### config.mk
export PLATFORM = sky130hd
export DESIGN_NAME = audio_player
export DESIGN_NICKNAME = d
export VERILOG_FILES = /design/src/rtl/audio_player.sv
export SDC_FILE = /design/constraint.sdc
export NUM_CORES = 1
export LEC_CHECK = 0
export CAP_MARGIN = 15
export CORE_ASPECT_RATIO = 1.2
export CORE_MARGIN = 3
export CORE_UTILIZATION = 29
export CTS_CLUSTER_SIZE = 12
export DETAILED_ROUTE_END_ITERATION = 8
export HOLD_SLACK_MARGIN = 0.1
export MAX_ROUTING_LAYER = met4
export SYNTH_ARGS = -nofsm -noshare
export SYNTH_HDL_FRONTEND = slang
export SYNTH_SLANG_ARGS = --single-unit
### constraint.sdc
create_clock -name clk -period 3 [get_ports clk]
set_input_delay 0.75 -clock clk [delete_from_list [all_inputs] [get_ports clk]]
set_output_delay 0.75 -clock clk [all_outputs]
set_load 0.03 [all_outputs]
### src/rtl/audio_player.sv
// audio_player: JTAG-controlled sample RAM player emitting one 16-bit sample every SAMPLE_DIV clocks.
module audio_player #(
  parameter int DR_LENGTH  = 32,
  parameter int ADDR_BITS  = 16,
  parameter int SAMPLE_DIV = 1134
) (
  input  logic                 clk,
  input  logic                 reset,
  input  logic [DR_LENGTH-1:0] flags_in,
  input  logic [DR_LENGTH-1:0] adur_in,
  output logic [DR_LENGTH-1:0] aaddr_out,
  output logic                 ram_en,
  output logic [ADDR_BITS-1:0] ram_addr,
  input  logic [15:0]          ram_rdata,
  output logic [15:0]          sample_out,
  output logic                 sample_valid,
  output logic                 playing
);
  localparam int DW = $clog2(SAMPLE_DIV);
  typedef enum logic [1:0] {IDLE, FETCH, WAIT_DATA, HOLD} state_t;
  state_t r_state, w_next;
  logic r_play_s1, r_play_s2, r_play_prev, r_loop_s1, r_loop_s2, r_vld, r_armed;
  logic [ADDR_BITS-1:0] r_addr, r_dur, r_aaddr;
  logic [DW-1:0] r_div;
  logic w_start, w_tc, w_last, w_unused;
  // r_armed blocks a play level that was already high across reset from looking like a rising edge
  assign w_start = r_play_s2 & ~r_play_prev & r_armed & |adur_in[ADDR_BITS-1:0];
  assign w_tc = r_div == DW'(SAMPLE_DIV - 1);
  assign w_last = r_addr == r_dur - 1'b1;
  assign ram_en = r_state == FETCH;
  assign ram_addr = r_addr;
  assign playing = r_state != IDLE;
  assign w_unused = ^{flags_in[DR_LENGTH-1:2], adur_in[DR_LENGTH-1:ADDR_BITS]};
  always_comb begin
    aaddr_out = '0;
    aaddr_out[ADDR_BITS-1:0] = r_aaddr;
    aaddr_out[DR_LENGTH-1] = playing;
  end
  always_comb begin
    w_next = IDLE;
    case (r_state)
      IDLE:      w_next = w_start ? FETCH : IDLE;
      FETCH:     w_next = WAIT_DATA;
      WAIT_DATA: w_next = HOLD;
      HOLD:      w_next = !w_tc ? HOLD : (w_last && !r_loop_s2) ? IDLE : FETCH;
      default:   w_next = IDLE;
    endcase
    if (r_state != IDLE && !r_play_s2) w_next = IDLE;
  end
  always_ff @(posedge clk) begin
    if (reset) begin
      r_state <= IDLE;
      {r_play_s1, r_play_s2, r_play_prev, r_loop_s1, r_loop_s2, r_vld, r_armed} <= '0;
      r_addr <= '0;
      r_dur <= '0;
      r_aaddr <= '0;
      r_div <= '0;
      sample_out <= '0;
      sample_valid <= 1'b0;
    end else begin
      r_play_s1 <= flags_in[0];
      r_play_s2 <= r_play_s1;
      r_play_prev <= r_play_s2;
      r_loop_s1 <= flags_in[1];
      r_loop_s2 <= r_loop_s1;
      r_vld <= 1'b1;
      r_armed <= r_armed | (r_vld & ~r_play_s1);
      r_state <= w_next;
      r_div <= (w_next == FETCH || w_next == IDLE) ? '0 : r_div + 1'b1;
      sample_valid <= r_state == WAIT_DATA && w_next == HOLD;
      if (r_state == IDLE && w_start) begin
        r_dur <= adur_in[ADDR_BITS-1:0];
        r_addr <= '0;
        r_aaddr <= '0;
      end
      if (r_state == HOLD && w_next == FETCH) r_addr <= w_last ? '0 : r_addr + 1'b1;
      if (r_state == WAIT_DATA && w_next == HOLD) begin
        sample_out <= ram_rdata;
        r_aaddr <= r_addr;
      end
      if (r_state != IDLE && w_next == IDLE) sample_out <= '0;
    end
  end
endmodule

==> impl_metrics.xml <==
<?xml version="1.0" encoding="UTF-8"?>
<metrics>
  <group name="pwr">
    <metric name="power_leakage" unit="µW">0.00222</metric>
    <metric name="switching_power" unit="µW">549</metric>
    <metric name="p_comb_frac" unit="">0.070</metric>
    <metric name="seqPwrFrac" unit="">0.439</metric>
    <metric name="p_sw_frac" unit="">0.210</metric>
    <metric name="cellPowerDensity" unit="nW/µm²">466</metric>
    <metric name="power.clock.fraction" unit="">0.491</metric>
    <metric name="internal_power" unit="µW">2060</metric>
    <metric name="peakVddDrop" unit="mV">0.339</metric>
  </group>
  <group name="synthesis">
    <metric name="synth.top_cells.by_count" unit="">sky130_fd_sc_hd__dfxtp_1, sky130_fd_sc_hd__nor2_1, sky130_fd_sc_hd__mux2i_1, sky130_fd_sc_hd__nor3_1, sky130_fd_sc_hd__nand2_1</metric>
    <metric name="synth_cell_types" unit="">65</metric>
    <metric name="ys_ff_latch" unit="">85</metric>
    <metric name="synth_async_sr_flop_share" unit="">0</metric>
    <metric name="synth.largest_area_cell" unit="">sky130_fd_sc_hd__dfxtp_1</metric>
    <metric name="post_synth_inst_count" unit="">438</metric>
    <metric name="synth_edf_count" unit="">0</metric>
    <metric name="post_synth.cell_area_avg" unit="µm²">9.37</metric>
    <metric name="yosys_warnings" unit="">0</metric>
    <metric name="synthTopCellsByArea" unit="">sky130_fd_sc_hd__dfxtp_1, sky130_fd_sc_hd__mux2i_1, sky130_fd_sc_hd__nor2_1, sky130_fd_sc_hd__a22o_1, sky130_fd_sc_hd__xor2_1</metric>
    <metric name="ys_seq_area_frac" unit="">0.415</metric>
    <metric name="synthDominantCellAreaShare" unit="">0.415</metric>
    <metric name="synthFlopType" unit="">sky130_fd_sc_hd__dfxtp_1</metric>
    <metric name="post_synth_instance_area" unit="µm²">4100</metric>
    <metric name="dominant_cell_by_count_in_the_synthesized_netlist" unit="">sky130_fd_sc_hd__dfxtp_1</metric>
  </group>
  <group name="clock_tree">
    <metric name="max-clock-path-buffers" unit="">2</metric>
    <metric name="number_of_buffers_inserted_by_hold_repair_at_cts" unit="">0</metric>
    <metric name="worst_setup_hold_path_clk_slew" unit="ns">0.06</metric>
    <metric name="worst_skew_pair.late_latency" unit="ns">0.33</metric>
    <metric name="cts_root_buffer" unit="">sky130_fd_sc_hd__clkbuf_16</metric>
    <metric name="cts_max_level" unit="">3</metric>
    <metric name="cts_inserted_buffers" unit="">9</metric>
    <metric name="cts_tree" unit="">done</metric>
    <metric name="clock_sinks" unit="">85</metric>
  </group>
  <group name="grt">
    <metric name="gr-usage-all-layers" unit="">0.139</metric>
    <metric name="grt_overflow" unit="">0</metric>
    <metric name="largest_net_degree_at_the_start_of_global_routing" unit="">22</metric>
    <metric name="first_pass_grt_wire_length" unit="mm">17.0</metric>
    <metric name="first_global_vias" unit="">3550</metric>
    <metric name="grt_antenna_before_repair" unit="">0</metric>
  </group>
  <group name="sta">
    <metric name="timing.final.crit_period" unit="ns">2.84</metric>
    <metric name="achievable-frequency" unit="MHz">352</metric>
    <metric name="tightest_slew" unit="ns">0.882</metric>
    <metric name="hold_violations_final" unit="">0</metric>
    <metric name="max_slew_margin" unit="">0.410</metric>
    <metric name="number_of_slew_limit_violations_in_the_final_report" unit="">0</metric>
    <metric name="post-route-period-util" unit="">0.948</metric>
    <metric name="worst_clock_skew" unit="ns">0.00530</metric>
    <metric name="setup_violations" unit="">0</metric>
    <metric name="holdWs" unit="ns">0.440</metric>
  </group>
  <group name="drt">
    <metric name="dr.first_iter.drc_count" unit="">108</metric>
    <metric name="routed_wire_length_per_instance" unit="µm">14.3</metric>
    <metric name="post_route_ant_nets" unit="">0</metric>
    <metric name="detail_route.first_pass.iterations" unit="">6</metric>
    <metric name="dr_total_vias" unit="">3454</metric>
    <metric name="drc_errors" unit="">0</metric>
    <metric name="routed_via_density" unit="">4.83</metric>
    <metric name="drt_wl_total" unit="mm">10.3</metric>
  </group>
  <group name="placed_design">
    <metric name="gp_routability_congestion" unit="">0.854</metric>
    <metric name="io_buffer_count" unit="">87</metric>
    <metric name="dp_hpwl" unit="mm">7.81</metric>
  </group>
  <group name="worst_setup_path">
    <metric name="crit_path_max_fanout" unit="">16</metric>
    <metric name="crit_end" unit="">sample_out[2]</metric>
    <metric name="critical_path.startpoint" unit="">r_dur[0]</metric>
    <metric name="timing.critical_path.mode_cell" unit="">sky130_fd_sc_hd__nor3_1</metric>
    <metric name="worst_setup_path_start_kind" unit="">register</metric>
    <metric name="reg2reg_slack" unit="ns">0.16</metric>
    <metric name="slowest_delay" unit="ns">0.56</metric>
    <metric name="worstReg2RegEnd" unit="">sample_out[2]</metric>
    <metric name="worst_r2r_path_depth" unit="">11</metric>
    <metric name="worstPathRequired" unit="ns">3.22</metric>
    <metric name="critPathArrivalTime" unit="ns">3.06</metric>
    <metric name="path_class" unit="">reg2reg</metric>
    <metric name="reg2reg_from" unit="">r_dur[0]</metric>
    <metric name="crit_slowest_cell" unit="">sky130_fd_sc_hd__or4_1</metric>
    <metric name="crit_chain" unit="">inv_1 &gt; ha_1 &gt; nor4b_4 &gt; a31oi_1 &gt; or4_1 &gt; nor3_1 &gt; nand3_1 &gt; a2111o_1 &gt; nor3_4 &gt; buf_12 &gt; nor3_1</metric>
    <metric name="timing.critical_path.to_type" unit="">register</metric>
  </group>
  <group name="final_layout">
    <metric name="finish.net_count" unit="">626</metric>
    <metric name="synthToLayoutAreaGrowth" unit="%">36.5</metric>
    <metric name="finish.utilization" unit="">0.405</metric>
    <metric name="num_antenna_cells" unit="">0</metric>
    <metric name="drive_above_1_share" unit="">0.123</metric>
  </group>
  <group name="job">
    <metric name="maxCapViolCount" unit="">0</metric>
  </group>
  <group name="floorplanning">
    <metric name="dieHeight" unit="µm">136</metric>
    <metric name="floorplan.initialDensity" unit="">0.297</metric>
    <metric name="die_x" unit="µm">115</metric>
    <metric name="fp.coreArea" unit="µm²">13800</metric>
    <metric name="design.die.area" unit="µm²">15600</metric>
    <metric name="core.rowCount" unit="">47</metric>
    <metric name="num_io_pins" unit="">149</metric>
  </group>
  <group name="outcome">
    <metric name="status" unit="">completed</metric>
  </group>
  <group name="worst_hold_path">
    <metric name="worst_hold_path_type" unit="">reg2reg</metric>
    <metric name="holdCritStartpoint" unit="">r_play_s1</metric>
  </group>
</metrics>
[stage by stage]
stage / std cells / TNS (ns) / area (µm²) / total power, µW / worst slack, ns
2_1_floorplan: 452 / 0 / 4160 / 1280 / 0.179
3_3_place_gp: 699 / 0 / 5240 / 1350 / 0.0830
3_5_place_dp: 699 / 0 / 5240 / 1350 / 0.0481
4_1_cts: 714 / 0 / 5590 / 2650 / 0.0901
5_1_grt: 715 / -0.0498 / 5600 / 2720 / -0.0128
6_report: 715 / 0 / 5600 / 2610 / 0.157
[how the worst min path moves through the flow]
stage	slack [ns]	end	depth (start not counted)
2_1_floorplan	0.41	r_loop_s2	1
3_3_place_gp	0.43	r_loop_s2	1
3_5_place_dp	0.43	r_loop_s2	1
4_1_cts	0.44	r_play_s2	2
5_1_grt	0.47	r_play_s2	2
6_report	0.44	r_play_s2	2
[cell families (layout without fill, tap and decap cells)]
family,after synthesis,in the layout,synth area share
simple gates,164,164,0.219
flops,85,85,0.415
mux,32,32,0.0780
buf+inv,48,140,0.0704
xor+xnor,28,28,0.0598
fa+ha+maj,4,4,0.0122
compound gates,76,76,0.145
other cells,1,15,0.000914
[placed cells by master, fill, tap and decap left out, types with 3 or more instances in the layout]
cell	Yosys	final
sky130_fd_sc_hd__nor2_1	49	49
sky130_fd_sc_hd__clkdlybuf4s50_1	0	87
sky130_fd_sc_hd__mux2i_1	32	32
sky130_fd_sc_hd__nand2b_1	4	4
sky130_fd_sc_hd__nand3_1	15	15
sky130_fd_sc_hd__or2_2	3	3
sky130_fd_sc_hd__conb_1	1	15
sky130_fd_sc_hd__and3_1	4	4
sky130_fd_sc_hd__inv_1	9	9
sky130_fd_sc_hd__buf_4	16	26
sky130_fd_sc_hd__ha_1	4	4
sky130_fd_sc_hd__buf_12	0	3
sky130_fd_sc_hd__or3_1	4	4
sky130_fd_sc_hd__nor2b_1	7	7
sky130_fd_sc_hd__a21oi_1	12	12
sky130_fd_sc_hd__o21ai_0	10	9
sky130_fd_sc_hd__a22o_1	16	16
sky130_fd_sc_hd__xnor2_1	13	13
sky130_fd_sc_hd__xor2_1	15	15
sky130_fd_sc_hd__clkbuf_16	0	9
sky130_fd_sc_hd__nand4_1	6	6
sky130_fd_sc_hd__a21o_1	5	5
sky130_fd_sc_hd__nor3_2	4	5
sky130_fd_sc_hd__nor3_1	23	22
sky130_fd_sc_hd__dfxtp_1	85	85
sky130_fd_sc_hd__o2bb2ai_1	10	10
sky130_fd_sc_hd__bufinv_16	0	3
sky130_fd_sc_hd__nor4_1	7	7
sky130_fd_sc_hd__nand2_1	18	18
[flip-flops by register name, indices dropped and copies added (netlist names), 2 cells and up]
| name | count |
|---|---|
| r_div | 11 |
| r_dur | 16 |
| sample_out | 16 |
| r_state | 2 |
| ram_addr | 16 |
| r_aaddr | 16 |
[final cells by class]
| type | count | area, µm² |
|---|---|---|
| Clock buffer | 10 | 239 |
| Clock inverter | 5 | 108 |
| Fill cell | 1376 | 8220 |
| Inverter | 9 | 33.8 |
| Multi-Input combinational cell | 319 | 2180 |
| Sequential cell | 85 | 1700 |
| Tap cell | 171 | 214 |
| Timing Repair Buffer | 116 | 1130 |
[worst max-delay path: cells and delay by family, from the launching register on]
family / cells / cell delay, ns
DFF: 1 / 0.31
and+or+nand+nor: 6 / 1.44
AOI/OAI and AO/OA: 2 / 0.58
adders and majority gates: 1 / 0.16
buffers and inverters: 2 / 0.23
[metal layers]
metal | share of wire | global-route usage
met4 | 0.012 | 0.0403
met5 | 0 | -
met2 | 0.51 | 0.239
met1 | 0.43 | 0.159
met3 | 0.053 | 0.0343
[power groups by stage]
stage	logic [µW]	clock network, µW	registers [µW]
after floorplan	116	0	1170
after global placement	177	0	1170
after detailed placement	180	0	1170
after CTS	181	1320	1140
after global routing	199	1370	1140
final	182	1280	1140
[timing repair]
action                     4_1_cts  5_1_grt
resized for setup                0        1
setup buffers                    0        1
setup endpoints to repair        0       31
Note: power is estimated with default switching activity, not from simulation.
